### config.mk
export PLATFORM = sky130hd
export DESIGN_NAME = uart_8250_bus_ctrl
export DESIGN_NICKNAME = d
export VERILOG_FILES = /design/src/rtl/uart_8250_bus_ctrl.sv
export SDC_FILE = /design/constraint.sdc
export NUM_CORES = 1
export LEC_CHECK = 0
export CAP_MARGIN = 5
export CORE_AREA = 4 4 75 112
export DETAILED_ROUTE_END_ITERATION = 7
export DIE_AREA = 0 0 79 116
export MAX_ROUTING_LAYER = met4
export PLACE_DENSITY = 0.82
export REMOVE_ABC_BUFFERS = 1
export SLEW_MARGIN = 10
export SYNTH_ARGS = -nofsm -noshare
export SYNTH_HDL_FRONTEND = slang
export SYNTH_SLANG_ARGS = --single-unit
### constraint.sdc
create_clock -name CLK_I -period 2.13 [get_ports CLK_I]
set_input_delay 0.426 -clock CLK_I [delete_from_list [all_inputs] [get_ports CLK_I]]
set_output_delay 0.426 -clock CLK_I [all_outputs]
set_load 0.02 [all_outputs]
### src/rtl/uart_8250_bus_ctrl.sv
// Wishbone master for the uart_8250 register port: runs the post-reset init
// sequence, then shares the port round-robin between two requesters.
module uart_8250_bus_ctrl #(
  parameter logic [31:0] BASE    = 32'h1250_0000,
  parameter logic [15:0] DIVISOR = 16'd1,
  parameter logic [7:0]  LCR_FMT = 8'h03,
  parameter logic [7:0]  FCR_VAL = 8'h07,
  parameter logic [7:0]  IER_VAL = 8'h01,
  parameter int          TIMEOUT = 16
) (
  input  logic        CLK_I,
  input  logic        RST_I,
  output logic [31:0] m_ADR_O,
  output logic [31:0] m_DAT_O,
  input  logic [31:0] m_DAT_I,
  output logic        m_WE_O,
  output logic [3:0]  m_SEL_O,
  output logic        m_STB_O,
  output logic        m_CYC_O,
  input  logic        m_ACK_I,
  input  logic        s0_REQ_I,
  input  logic        s0_WE_I,
  input  logic [2:0]  s0_ADR_I,
  input  logic [7:0]  s0_DAT_I,
  output logic [7:0]  s0_DAT_O,
  output logic        s0_ACK_O,
  output logic        s0_ERR_O,
  input  logic        s1_REQ_I,
  input  logic        s1_WE_I,
  input  logic [2:0]  s1_ADR_I,
  input  logic [7:0]  s1_DAT_I,
  output logic [7:0]  s1_DAT_O,
  output logic        s1_ACK_O,
  output logic        s1_ERR_O,
  input  logic        reinit_i,
  output logic        init_done_o,
  output logic        init_err_o
);

  // state      | meaning
  // INIT_ISSUE | raise STB for the current init step
  // INIT_WAIT  | init write in flight, wait for ACK or timeout
  // IDLE       | arbitrate requesters, or take a pending reinit
  // BUS_WAIT   | requester cycle: raise STB, then wait for ACK or timeout
  // RESP       | one-cycle ACK/ERR pulse to the granted requester
  localparam logic [2:0] INIT_ISSUE = 3'd0;
  localparam logic [2:0] INIT_WAIT  = 3'd1;
  localparam logic [2:0] IDLE       = 3'd2;
  localparam logic [2:0] BUS_WAIT   = 3'd3;
  localparam logic [2:0] RESP       = 3'd4;

  localparam int TW = $clog2(TIMEOUT + 1);
  localparam logic [TW-1:0] TMR_LOAD = TW'(TIMEOUT - 1);

  logic [2:0]    state;
  logic [2:0]    step;
  logic [2:0]    off;
  logic [7:0]    wdata;
  logic [TW-1:0] tmr;
  logic          gnt;
  logic          prefer;
  logic          reinit_pend;

  logic [2:0]    init_off;
  logic [7:0]    init_dat;
  logic          nxt_gnt;
  logic          req_we;
  logic [2:0]    req_adr;
  logic [7:0]    req_dat;
  logic          tmr_done;
  logic          unused_dat_hi;

  assign unused_dat_hi = ^m_DAT_I[31:8];

  assign m_ADR_O = BASE | {29'b0, off};
  assign m_DAT_O = {24'b0, wdata};
  assign m_SEL_O = 4'b0001;
  assign tmr_done = (tmr == '0);

  always_comb begin
    init_off = 3'd1;
    init_dat = IER_VAL;
    case (step)
      3'd0: begin init_off = 3'd3; init_dat = 8'h80;          end
      3'd1: begin init_off = 3'd0; init_dat = DIVISOR[7:0];   end
      3'd2: begin init_off = 3'd1; init_dat = DIVISOR[15:8];  end
      3'd3: begin init_off = 3'd3; init_dat = LCR_FMT;        end
      3'd4: begin init_off = 3'd2; init_dat = FCR_VAL;        end
      default: begin init_off = 3'd1; init_dat = IER_VAL;     end
    endcase
  end

  // prefer=0 favours s0 when both request
  always_comb begin
    nxt_gnt = (s0_REQ_I && s1_REQ_I) ? prefer : s1_REQ_I;
    req_we  = gnt ? s1_WE_I  : s0_WE_I;
    req_adr = gnt ? s1_ADR_I : s0_ADR_I;
    req_dat = gnt ? s1_DAT_I : s0_DAT_I;
  end

  always_ff @(posedge CLK_I) begin
    if (RST_I) begin
      state       <= INIT_ISSUE;
      step        <= 3'd0;
      off         <= 3'd0;
      wdata       <= 8'h00;
      tmr         <= '0;
      gnt         <= 1'b0;
      prefer      <= 1'b0;
      reinit_pend <= 1'b0;
      m_STB_O     <= 1'b0;
      m_CYC_O     <= 1'b0;
      m_WE_O      <= 1'b0;
      s0_ACK_O    <= 1'b0;
      s0_ERR_O    <= 1'b0;
      s0_DAT_O    <= 8'h00;
      s1_ACK_O    <= 1'b0;
      s1_ERR_O    <= 1'b0;
      s1_DAT_O    <= 8'h00;
      init_done_o <= 1'b0;
      init_err_o  <= 1'b0;
    end else begin
      s0_ACK_O <= 1'b0;
      s0_ERR_O <= 1'b0;
      s1_ACK_O <= 1'b0;
      s1_ERR_O <= 1'b0;
      if (reinit_i) reinit_pend <= 1'b1;
      if (m_STB_O && !tmr_done) tmr <= tmr - TW'(1);

      case (state)
        INIT_ISSUE: begin
          m_STB_O <= 1'b1;
          m_CYC_O <= 1'b1;
          m_WE_O  <= 1'b1;
          off     <= init_off;
          wdata   <= init_dat;
          tmr     <= TMR_LOAD;
          state   <= INIT_WAIT;
        end
        INIT_WAIT: begin
          if (m_ACK_I || tmr_done) begin
            m_STB_O <= 1'b0;
            m_CYC_O <= 1'b0;
            m_WE_O  <= 1'b0;
            if (!m_ACK_I) init_err_o <= 1'b1;
            if (step == 3'd5) begin
              init_done_o <= 1'b1;
              state       <= IDLE;
            end else begin
              step  <= step + 3'd1;
              state <= INIT_ISSUE;
            end
          end
        end
        IDLE: begin
          if (reinit_i || reinit_pend) begin
            reinit_pend <= 1'b0;
            init_done_o <= 1'b0;
            init_err_o  <= 1'b0;
            step        <= 3'd0;
            state       <= INIT_ISSUE;
          end else if (s0_REQ_I || s1_REQ_I) begin
            gnt    <= nxt_gnt;
            prefer <= ~nxt_gnt;
            state  <= BUS_WAIT;
          end
        end
        BUS_WAIT: begin
          if (!m_STB_O) begin
            m_STB_O <= 1'b1;
            m_CYC_O <= 1'b1;
            m_WE_O  <= req_we;
            off     <= req_adr;
            wdata   <= req_dat;
            tmr     <= TMR_LOAD;
          end else if (m_ACK_I || tmr_done) begin
            m_STB_O <= 1'b0;
            m_CYC_O <= 1'b0;
            m_WE_O  <= 1'b0;
            state   <= RESP;
            if (m_ACK_I) begin
              if (gnt) begin
                s1_ACK_O <= 1'b1;
                s1_DAT_O <= m_WE_O ? 8'h00 : m_DAT_I[7:0];
              end else begin
                s0_ACK_O <= 1'b1;
                s0_DAT_O <= m_WE_O ? 8'h00 : m_DAT_I[7:0];
              end
            end else if (gnt) begin
              s1_ERR_O <= 1'b1;
              s1_DAT_O <= 8'hFF;
            end else begin
              s0_ERR_O <= 1'b1;
              s0_DAT_O <= 8'hFF;
            end
          end
        end
        RESP: state <= IDLE;
        default: state <= IDLE;
      endcase
    end
  end

endmodule

### Word level (Yosys, flattened, before mapping)

Index checks and enable logic that the tools add are counted.

* $add $sub $neg: 2
* multipliers: 0
* divide/modulo/power cells: 0
* $lt $le $gt $ge: 0
* equality and inequality tests: 17
* shifts and indexed selects: 0
* multiplexer cells: 53
* bitwise gates (word level): 7
* reductions and logical operators: 24

Operator list (number)
* 2-to-1 mux 8 bit: 9
* one-hot mux 8 bit (4 select lines): 1
* 2-to-1 mux 3 bit: 10
* AND reduction 4 bit: 6
* 2-to-1 mux 1 bit: 19
* inequality test 2 bit (second input constant): 8
* one-hot mux 8 bit (2 select lines): 1
* == test 3 x 2 -> 1 bit (second input constant): 4
* one-hot mux 3 bit (2 select lines): 2
* one-hot mux 3 bit (4 select lines): 1
* 2-to-1 mux 5 bit: 2
* one-hot mux 5 bit (2 select lines): 1
* OR reduction 5 bit: 2
* one-hot mux 1 bit (3 select lines): 3
* NOT 1 bit: 7
* == test 3 x 1 -> 1 bit (second input constant): 2
* == test 3 bit (second input constant): 2
* zero test 3 bit: 2
* one-hot mux 2 bit (3 select lines): 1
* zero test 5 bit: 1
* subtractor 5 x 1 -> 5 bit (second input constant): 1
* one-hot mux 1 bit (2 select lines): 2
* AND reduction 2 bit: 2
* nonzero test 2 bit: 2
* 9 further kinds: 12

* register bits: 50
* latch bits: 0
* bits in writable memories: 0
* bits in read-only memories: 0
* word-level logic and storage cells: 122
* memories kept: 0

### Longest topological paths before layout

Gate-level depths: netlist of run 1.

* depth in word-level cells: 6
* mapped depth: 8
* mapped depth without buffers: 6

### Worst setup path before layout of run 1

OpenSTA, ideal clock, no wires.

* path type: register to register
* from: register tmr[0]
* to: register s1_DAT_O[7]
* setup time: 86 ps
* arrival time: 1876 ps
* data required time: 2044 ps
* path slack: 168 ps
* stages on the path, launching flop included: 9
* path buffers: 2
* period minus slack after synthesis: 1962 ps
* cell sequence: dfxtp_1 > inv_1 > ha_1 > or4b_4 > buf_6 > a211oi_4 > buf_6 > nor2_2 > a211oi_1

* cells in the longest elaborated chain, start to end: 3

RTL lines
* from (decl): line 59 `logic [TW-1:0] tmr;`
* from (signal assigned): line 128 `if (m_STB_O && !tmr_done) tmr <= tmr - TW'(1);`
* zero test 5 bit: line 78 `assign tmr_done = (tmr == '0);`
* logical OR 1 bit: line 176 `end else if (m_ACK_I || tmr_done) begin`
* AND reduction 4 bit (no source line)
* to (signal assigned): line 184 `s1_DAT_O <= m_WE_O ? 8'h00 : m_DAT_I[7:0];`
* to (decl): line 32 `output logic [7:0] s1_DAT_O,`

No other way between the ends.
A chain may end at the register's enable or synchronous reset.

### Worst setup path in the final report of run 1

* from: register tmr[0]
* to: register s0_DAT_O[2]

* cells in the longest elaborated chain, start to end: 3

RTL lines
* zero test 5 bit: line 78
* logical OR 1 bit: line 176
* AND reduction 4 bit (no source line)
* to (signal assigned): line 187 `s0_DAT_O <= m_WE_O ? 8'h00 : m_DAT_I[7:0];`
* to (decl): line 25 `output logic [7:0] s0_DAT_O,`

No other way between the ends.

==> results of run 1 <==
## layout make-up
cell class	count	area, µm²	area share, %
sequential	50	1001	27.77
multi-input combinational	242	1429	39.64
tap	102	127.6	3.540
timing repair buffer	88	863.3	23.95
inverter	12	45.04	1.250
clock buffer	6	138.9	3.853
## per-layer routing
layer | up-vias | GRT usage [%]
met2 | 128 | 26.10
li1 | 1155 | -
met3 | 7 | 3.499
met5 | - | -
met4 | 0 | 5.046
met1 | 1076 | 15.71
## registers in the layout, summed over array words and instances, names as in the netlist
signal,count
prefer,1
state,3
init_err_o,1
tmr,5
s1_ERR_O,1
off,3
s0_ERR_O,1
s0_DAT_O,8
wdata,8
m_STB_O,1
reinit_pend,1
s1_ACK_O,1
init_done_o,1
s1_DAT_O,8
step,3
m_CYC_O,1
gnt,1
s0_ACK_O,1
m_WE_O,1
## per-stage QoR
step                instance area, µm²  instances  hold slack, ps  worst slack [ps]
CTS                               3590        498           459.7             125.2
global route                      3605        500           483.3             16.53
global placement                  3451        492           439.4             190.8
finish                            3605        500           455.7             158.6
detailed placement                3451        492           449.3             144.8
floorplan                         2475        304           446.8             191.2
## worst max-delay path by stage
stage,start,to,slack [ps],depth (start not counted)
after detailed placement,reinit_i,step[2]$_SDFFE_PP0P_,140,5
after global routing,tmr[0]$_SDFF_PP0_,s0_DAT_O[7]$_SDFFE_PP0P_,20,7
after floorplan,tmr[0]$_SDFF_PP0_,s1_DAT_O[0]$_SDFFE_PP0P_,190,6
after global placement,reinit_i,step[0]$_SDFFE_PP0P_,190,5
after CTS,tmr[0]$_SDFF_PP0_,s0_DAT_O[7]$_SDFFE_PP0P_,130,7
final,tmr[0]$_SDFF_PP0_,s0_DAT_O[2]$_SDFFE_PP0P_,160,7
## kinds of logic after synthesis
kind of cell,after synthesis,synth area share (%)
other cells,2,0.2642
mux,15,5.678
fa+ha+maj,5,2.201
xor+xnor,3,0.9245
buf+inv,88,21.79
simple gates,91,16.77
flops,50,35.21
compound gates,71,17.17
## power by group through the flow
stage               registers [W]  clock network (W)  logic [W]
floorplan                 0.00108                  0   0.000289
global placement          0.00105                  0   0.000529
detailed placement        0.00106                  0   0.000540
CTS                       0.00104           0.000799   0.000543
global route              0.00104           0.000836   0.000601
finish                    0.00104           0.000768   0.000548
## cell usage in the layout, fill, tap and decap left out, types with 5 or more instances in the layout
| master | n |
|---|---|
| buf_4 | 13 |
| mux2_2 | 9 |
| conb_1 | 57 |
| nor3_1 | 8 |
| ha_1 | 5 |
| a211oi_1 | 22 |
| nand2_1 | 20 |
| inv_1 | 12 |
| nor2_1 | 28 |
| dfxtp_1 | 50 |
| o21ai_0 | 6 |
| mux2i_1 | 6 |
| clkbuf_16 | 5 |
| a21oi_1 | 25 |
| clkdlybuf4s50_1 | 72 |
| nand3_1 | 9 |
## critical path: cells and delay by family (launching register included)
kind                       cells  cell delay [ps]
buffers and inverters          2              260
DFF                            1              320
and+or+nand+nor                2              580
adders and majority gates      1              200
AOI/OAI and AO/OA              2              510
==> summary.md, run 1 <==
| Metric | Value |
|---|---|
| Metal2 WL | 3298 µm |
| Num ports | 155 |
| Vias | 2366 |
| Cell count after synthesis | 325 |
| Top post-synthesis cells by count | 57 x buf_4, 50 x dfxtp_1, 28 x nor2_1 |
| CTS tree | built |
| Slew Limit Fails | 0 |
| DIE AREA | 9164 µm² |
| RSZ-0062 raised after global routing | false |
| Register bit total from synthesis | 50 |
| Power Total | about 0.0024 W |
| Clk pwr share | 32.6% |
| Reg2reg end | s0_DAT_O[2]$_SDFFE_PP0P_ |
| Most frequent cell after synthesis | buf_4 |
| Top Metal Used | met4 |
| Initial antenna violation count | 0 |
| Die W | 79 µm |
| Wire length on met3 | 536 µm |
| Post-CTS sizing | 0 |
| Peak VDD IR | about 370 µV |
| Buffers on Ports | 73 |
| Area delta synth->final | 26.80% |
| Logic pwr share | a little under a quarter |
| Hold/Removal Path Class | reg -> reg |
| Ant. Diodes | 0 |
| P per Cell Area | 652.9 nW/µm² |
| Max-cap violation count | 0 |
| Hold depth | 2 |
| Syn avg cell area | ~8.7 µm² |
| Slowest CP cell | or4b_4 |
| Clock Tree Buf Depth | 2 |
| Slowest stage delay, CP | 530 ps |
| Top-area cell type share of the netlist area | 35.21% |
| Register share of total power | 44.1% |
| ANT nets after route | 0 |
| Synth warn | 0 |
| Min Tclk post-route | roughly 2000 ps |
| Net Sw Frac | 28.92% |
| Metal-1 WL | 2516 µm |
| Root buffer cell | clkbuf_16 |
| GRT overflow | 0 |
| EDFF count, synth | 0 |
| Drt first pass iters | 4 |
| Total net switching power | 0.0006806 W |
| Mapped Area | 2843 µm² |
| Effective utilization at floorplan | 37.83% |
| Hold Path Sink | wdata[6]$_SDFFE_PP0P_ |
| Die H | 116 µm |
| Synth unique cells | 45 |
| R2R Setup Slk | 160 ps |
| P_int | 0.001673 W |
| Top_reg_cell synth | dfxtp_1 |
| CP Max Fanout | 17 |
| Vias in the first global route | between 2000 and 2500 |
| Fill count | 721 |
| RePlAce Congestion | 0.8640 |
| Critical Path AT | 2160 ps |
| Number of DRC markers in iteration 0 | 71 |
| First-pass GRT wire length | 10250 µm |
| Hold Crit Start | wdata[6]$_SDFFE_PP0P_ |
| Asr flop ratio synth | 0% |
| Kind of critical path | reg -> reg |
| Reg2reg path depth | 7 |
| CTS Buf Count | 5 |
| Layout cells sized above 1 | 10.05% |
| Largest net degree at the start of global routing | 29 |
| Hold buffers post-CTS | 0 |
| Status | completed |
| # Post-CTS Setup Buffers | 0 |
| Reg clk slew, reported paths | roughly 60 ps |
| DR WL/cell | between 10 and 15 µm |
| Reg2reg start | tmr[0]$_SDFF_PP0_ |
| Fmax | 0.5073 GHz |
| Clock Skew | 7.180 ps |
| Fin util | 47.97% |
| Hpwl dp | 4991 µm |
| Leakage | 1.381 nW |
| Setup_tns | 0 ps |
| H-tree depth | 2 |
| Core Area | 7515 µm² |
| Gr usage total | 14.63% |
| Area leader, netlist | dfxtp_1 |
| Sink Count | 50 |
| DR DRC count | 0 |
| # rows | 39 |
| Critical Path Sink Type | flip-flop |
| Setup Viol. Count Final | 0 |
| Critical path launch point type | flip-flop |
| Largest cells by area after synthesis | dfxtp_1 35%, buf_4 15%, a211oi_1 5.8% |
| Clk Latency, worst-skew pair | 280 ps |
| Drt via density | 4.732 |
| Hold Fails Final Rpt | 0 |
| Nets | 466 |
| Final WL | 6438 µm |
| Final worst-path cycle share | 92.55% |
| Crit path required time | 2320 ps |
| Worst path cell trace | inv_1, ha_1, or4b_4, a211oi_4, buf_12, nor2_1, a211oi_1 |
| Seq/Total Area, Yosys | 35.21% |
Note: power is estimated with default switching activity, not from simulation.
==> inputs of run 2 (changes only) <==
Settings changed: REMOVE_ABC_BUFFERS 1 to default.
==> run 2 against run 1 <==
  * Routed wire length is 3.2% higher
  * Sequential power hardly changed
  * Sequential share of layout area hardly changed
  * Setup slack worse by 35 ps
  * Flip-flop and latch count stayed put
  * Maximum frequency is 1.7% lower
  * Hold slack worse by 4.8 ps
  * Via count is 0.25% lower
  * First-iteration DRC count is 20% higher
  * Critical endpoint is now s1_DAT_O[0]$_SDFFE_PP0P_
==> summary.md, run 2 (synthesis results as in run 1) <==
| Metric | Value |
|---|---|
| Status | completed |
| # rows | 39 (unchanged) |
| Slew Limit Fails | 0 (unchanged) |
| Commonest cells after routing, fill and taps aside | 72 x clkdlybuf4s50_1, 57 x conb_1, 50 x dfxtp_1 |
| DIE AREA | 9164 µm² (unchanged) |
| Kind of critical path | reg -> reg |
| Max-cap violation count | 0 (unchanged) |
| Reg2reg end | s1_DAT_O[0]$_SDFFE_PP0P_ |
| Drt first pass iters | 4 (unchanged) |
| Hold depth | 2 (unchanged) |
| Critical path launch point type | flip-flop |
| R2R Setup Slk | 120 ps (-40 ps) |
| Slowest CP cell | or4b_4 |
| Final WL | 6645 µm (+3.2%) |
| Clk Latency, worst-skew pair | 280 ps (about the same) |
| Final worst-path cycle share | 94.20% (+1.6 points) |
| CP Max Fanout | 17 (unchanged) |
| Commonest non-fill, non-tap cell in the layout | clkdlybuf4s50_1 |
| Min Tclk post-route | 2006 ps (+35.10 ps) |
| Critical Path Sink Type | flip-flop |
| Area delta synth->final | 26.58% |
| DR DRC count | 0 (unchanged) |
| Setup Viol. Count Final | 0 (unchanged) |
| Hold Crit Start | wdata[3]$_SDFFE_PP0P_ |
| Critical Path AT | 2200 ps (+40 ps) |
| Gr usage total | 14.57% (-0.057 points) |
| Effective utilization at floorplan | 37.83% (unchanged) |
| Post-Place Cell Area | 3451 µm² (unchanged) |
| Crit path required time | 2320 ps (about the same) |
| Layout cells sized above 1 | 9.774% (-0.28 points) |
| ANT nets after route | 0 (unchanged) |
| P per Cell Area | 646.9 nW/µm² (-0.93%) |
| Placed Cells incl. Taps | 492 (unchanged) |
| Hold Path Sink | wdata[3]$_SDFFE_PP0P_ |
| Power Total | 0.002328 W (-1.1%) |
| Leakage | 1.376 nW (-0.34%) |
| Setup_tns | 0 ps (unchanged) |
| RePlAce Congestion | 0.8808 (+1.9%) |
| Reg2reg start | tmr[0]$_SDFF_PP0_ |
| P_int | 0.001651 W (-1.3%) |
| Drt via density | 4.711 (-0.45%) |
| Die H | 116 µm (unchanged) |
| Clock Tree Buf Depth | 2 (unchanged) |
| H-tree depth | 2 (unchanged) |
| Net Sw Frac | 29.06% (+0.14 points) |
| Fmax | 0.4984 GHz (-1.7%) |
| Sink Count | 50 (unchanged) |
| Vias in the first global route | 2201 (-0.50%) |
| DR WL/cell | 13.26 µm (+3.0%) |
| Fin Hold WS | 450.9 ps (-4.799 ps) |
| CTS Buf Count | 5 (unchanged) |
| Die W | 79 µm (unchanged) |
| Nets | 466 (unchanged) |
| Number of DRC markers in iteration 0 | 85 (+20%) |
| Root buffer cell | clkbuf_16 |
| Register share of total power | 44.7% (+0.6 points) |
| Core Area | 7515 µm² (unchanged) |
| Total net switching power | 0.0006763 W (-0.63%) |
| Hpwl dp | 5168 µm (+3.5%) |
| RSZ-0062 raised after global routing | false |
| CTS tree | built |
| Leading registers by flop count | s0_DAT_O x8, s1_DAT_O x8, wdata x8 |
| Logic pwr share | 23.7% (+0.4 points) |
| GRT overflow | 0 (unchanged) |
| Reg2reg path depth | 7 (unchanged) |
| Hold Fails Final Rpt | 0 (unchanged) |
| Post-CTS sizing | 0 (unchanged) |
| Clock Skew | 3.923 ps (-3.258 ps) |
| Slowest stage delay, CP | 540 ps (about the same) |
| Non-Filler Instances | 501 (+0.20%) |
| Buffers on Ports | 73 (unchanged) |
| Worst path cell trace | inv_1, ha_1, or4b_4, a211oi_4, buf_12, nor2_1, a211oi_1 |
| First-pass GRT wire length | 10350 µm (+0.95%) |
| Initial antenna violation count | 0 (unchanged) |
| Num ports | 155 (unchanged) |
| Final Instance Area | 3598 µm² (-0.17%) |
| Clk pwr share | 31.6% (-1.0 points) |
| Ant. Diodes | 0 (unchanged) |
| Hold/Removal Path Class | reg -> reg |
| Vias | 2360 (-0.25%) |
| Peak VDD IR | 327.1 µV (-12%) |
| Largest net degree at the start of global routing | 22 (-24%) |
| Reg clk slew, reported paths | 60 ps (about the same) |
run 2: critical path, delay by kind of cell (launching register included):
kind,cells,cell delay (ps)
adder cells (fa/ha/maj),1,210
flip-flops,1,310
AO/OA/AOI/OAI,2,520
AND/OR/NAND/NOR,2,600
buffers and inverters,2,270
run 2: worst max-delay path by stage:
stage / start / to / slack [ps] / depth (start not counted)
floorplan: tmr[0]$_SDFF_PP0_ / s1_DAT_O[7]$_SDFFE_PP0P_ / 170 / 8
global placement: m_ACK_I / s0_DAT_O[3]$_SDFFE_PP0P_ / 100 / 6
detailed placement: m_ACK_I / s1_DAT_O[0]$_SDFFE_PP0P_ / 50 / 6
CTS: tmr[0]$_SDFF_PP0_ / s1_DAT_O[0]$_SDFFE_PP0P_ / 110 / 7
global route: tmr[0]$_SDFF_PP0_ / s0_DAT_O[2]$_SDFFE_PP0P_ / 6 / 7
finish: tmr[0]$_SDFF_PP0_ / s1_DAT_O[0]$_SDFFE_PP0P_ / 120 / 7
run 2: power by group through the flow:
| stage | clock (W) | sequential (W) | combinational (W) |
|---|---|---|---|
| 2_1_floorplan | 0 | 0.00107 | 0.000420 |
| 3_3_place_gp | 0 | 0.00106 | 0.000529 |
| 3_5_place_dp | 0 | 0.00106 | 0.000542 |
| 4_1_cts | 0.000765 | 0.00104 | 0.000545 |
| 5_1_grt | 0.000805 | 0.00105 | 0.000603 |
| 6_report | 0.000736 | 0.00104 | 0.000553 |
run 2: layer usage:
| metal | wire length, µm | part of all wire (%) | track usage (%) | vias up |
|---|---|---|---|---|
| li1 | - | - | - | 1156 |
| met1 | 2509 | 38 | 15.31 | 1083 |
| met2 | 3539 | 53 | 26.27 | 114 |
| met3 | 500 | 7.5 | 3.344 | 7 |
| met4 | 95 | 1.4 | 5.505 | 0 |
| met5 | 0 | 0 | - | - |
run 2: area by class of cell:
type,instances,area (µm²)
fillers,721,3916
multi-input cells,242,1429
flip-flops and latches,50,1001
repair buffers,88,863.3
clock buffers,7,132.6
well taps,102,127.6
inverters,12,45.04
run 2: per-stage QoR:
stage	setup WS, ps	utilization, %
2_1_floorplan	168.0	-
6_report	123.5	47.89
3_3_place_gp	95.02	45.92
3_5_place_dp	50.95	45.92
5_1_grt	6.331	47.89
4_1_cts	110.9	47.69
run 2: repair_timing:
action,CTS,global route
endpoints found under the setup margin,0,2
setup buffers,0,2
hold buffers,0,0
==> inputs of run 3 (changes only) <==
Settings changed: HOLD_SLACK_MARGIN from default to 0.05, PLACE_DENSITY 0.82 to default, PLACE_DENSITY_LB_ADDON from default to 0.05.
Clock period 2.13 ns to 2.2 ns, I/O delays scaled along.
==> run 3 against run 2 <==
  * Die area is the same
  * Sequential share of layout area is essentially flat
  * Critical path depth shrank 6
  * Clock-buffer cell count shrank 1
==> summary.md, run 3 (synthesis results as in run 1) <==
| Metric | Value |
|---|---|
| Reg2reg end | s1_DAT_O[2]$_SDFFE_PP0P_ |
| Largest net degree at the start of global routing | 30 (+36%) |
| Hpwl dp | 5153 µm (-0.30%) |
| Clock Tree Buf Depth | 2 (unchanged) |
| Num ports | 155 (unchanged) |
| Crit path required time | 1760 ps (-560 ps) |
| Worst path cell trace | clkdlybuf4s50_1 |
| Max-cap violation count | 0 (unchanged) |
| Non-Filler Instances | 500 (-0.20%) |
| Reg clk slew, reported paths | 70 ps (about the same) |
| Kind of critical path | reg -> out |
| Post-Place Cell Area | 3451 µm² (unchanged) |
| DIE AREA | 9164 µm² (unchanged) |
| R2R Setup Slk | 220 ps (+100 ps) |
| Leading registers by flop count | s0_DAT_O x8, s1_DAT_O x8, wdata x8 |
| # Post-CTS Setup Buffers | 0 (unchanged) |
| Commonest cells after routing, fill and taps aside | 72 x clkdlybuf4s50_1, 57 x conb_1, 50 x dfxtp_1 |
| Slew @ Worst Pin | between 500 and 600 ps |
| CP Max Fanout | 11 (-6) |
| DR WL/cell | 13.42 µm (+1.1%) |
| Leakage | 1.377 nW (about the same) |
| Reg2reg start | tmr[0]$_SDFF_PP0_ |
| Fmax | just under 0.5 GHz |
| Ant. Diodes | 0 (unchanged) |
| Placed Cells incl. Taps | 492 (unchanged) |
| DR DRC count | 0 (unchanged) |
| Commonest non-fill, non-tap cell in the layout | clkdlybuf4s50_1 |
| Slew Limit Fails | 0 (unchanged) |
| CTS tree | built |
| Effective utilization at floorplan | 37.83% (unchanged) |
| Drt first pass iters | 4 (unchanged) |
| First-pass GRT wire length | 10180 µm (-1.6%) |
| Initial antenna violation count | 0 (unchanged) |
| Final Instance Area | 3602 µm² (+0.10%) |
| Nets | 464 (-0.43%) |
| Final WL | 6708 µm (+0.95%) |
| Reg2reg path depth | 7 (unchanged) |
| Layout cells sized above 1 | 10.05% (+0.28 points) |
| Root buffer cell | clkbuf_16 |
| CTS Buf Count | 5 (unchanged) |
| Setup_tns | 0 ps (unchanged) |
| H-tree depth | 2 (unchanged) |
| Area delta synth->final | 26.72% |
| Slowest stage delay, CP | 710 ps (+170 ps) |
| Slew margin rel. | 62.89% |
| Family with the most delay on the worst path | buffers and inverters |
| Number of DRC markers in iteration 0 | 109 (+28%) |
| Min Tclk post-route | ~2000 ps |
| CP bufs+invs | 1 (-1) |
| Critical path launch point type | flip-flop |
| Die W | 79 µm (unchanged) |
| Vias | 2315 (-1.9%) |
| RePlAce Congestion | 0.7526 (-15%) |
| RSZ-0062 raised after global routing | false |
| Sink Count | 50 (unchanged) |
| # rows | 39 (unchanged) |
| Hold Fails Final Rpt | 0 (unchanged) |
| Core Area | 7515 µm² (unchanged) |
| GRT overflow | 0 (unchanged) |
| Hold Path Sink | off[2]$_SDFFE_PP0P_ |
| Critical Path AT | 1580 ps (-620 ps) |
| Final worst-path cycle share | around nine tenths |
| Setup Viol. Count Final | 0 (unchanged) |
| P per Cell Area | 641.7 nW/µm² (-0.80%) |
| Status | completed |
| Clk Latency, worst-skew pair | 280 ps (about the same) |
| Hold buffers post-CTS | 0 (unchanged) |
| Post-CTS sizing | 0 (unchanged) |
| Die H | 116 µm (unchanged) |
| Clock Skew | 4.458 ps (+0.5356 ps) |
| ANT nets after route | 0 (unchanged) |
| Hold depth | 2 (unchanged) |
| Buffers on Ports | 73 (unchanged) |
| Hold/Removal Path Class | reg -> reg |
| Drt via density | 4.630 (-1.7%) |
| Slowest CP cell | clkdlybuf4s50_1 |
| Peak VDD IR | 304.3 µV (-7.0%) |
| Vias in the first global route | 2117 (-3.8%) |
| Critical Path Sink Type | output pin |
| Gr usage total | 14.41% (-0.15 points) |
| Hold Crit Start | off[2]$_SDFFE_PP0P_ |
run 3: stage by stage:
| step | total power [W] | hold slack [ps] | utilization, % | worst slack [ps] |
|---|---|---|---|---|
| finish | 0.002312 | 453.7 | 47.94 | 182.4 |
| global route | 0.002437 | 475.6 | 47.94 | 49.65 |
| CTS | 0.002345 | 455.8 | 47.94 | 173.7 |
| detailed placement | 0.001551 | 445.6 | 45.92 | 210.0 |
| global placement | 0.001549 | 438.2 | 45.92 | 216.4 |
| floorplan | 0.001442 | 449.6 | - | 238.0 |
run 3: routing by layer:
metal | share of wire, % | vias up | global-route usage [%]
met3 | 5.4 | 7 | 2.100
met2 | 52 | 90 | 26.43
li1 | - | 1159 | -
met1 | 41 | 1059 | 15.58
met4 | 2.1 | 0 | 5.275
met5 | 0 | - | -
run 3: worst max path at each step:
stage / startpoint / to / slack [ps] / depth (start not counted)
after global placement: reinit_i / step[0]$_SDFFE_PP0P_ / 220 / 5
after detailed placement: reinit_i / step[0]$_SDFFE_PP0P_ / 210 / 5
after global routing: tmr[0]$_SDFF_PP0_ / s1_DAT_O[0]$_SDFFE_PP0P_ / 50 / 7
after CTS: m_STB_O$_SDFFE_PP0P_ / m_STB_O / 170 / 1
after floorplan: tmr[0]$_SDFF_PP0_ / s1_DAT_O[7]$_SDFFE_PP0P_ / 240 / 8
final: m_STB_O$_SDFFE_PP0P_ / m_STB_O / 180 / 1
run 3: report_power, final:
group          switching, W  total [W]  internal (W)
registers         0.0000514    0.00100      0.000953
clock network      0.000330   0.000781      0.000451
logic              0.000304   0.000526      0.000223
run 3: worst min-delay path, cell delays in order, from the launching register on:
cell	delay, ps
dfxtp_1	310
nand2_1	50
a21oi_1	50
run 3: final cells by class:
cell class	count	area, µm²
fill	799	3913
multi-input combinational	242	1429
sequential	50	1001
timing repair buffer	86	848.3
clock buffer	6	138.9
tap	102	127.6
inverter	12	45.04
clock inverter	2	12.51
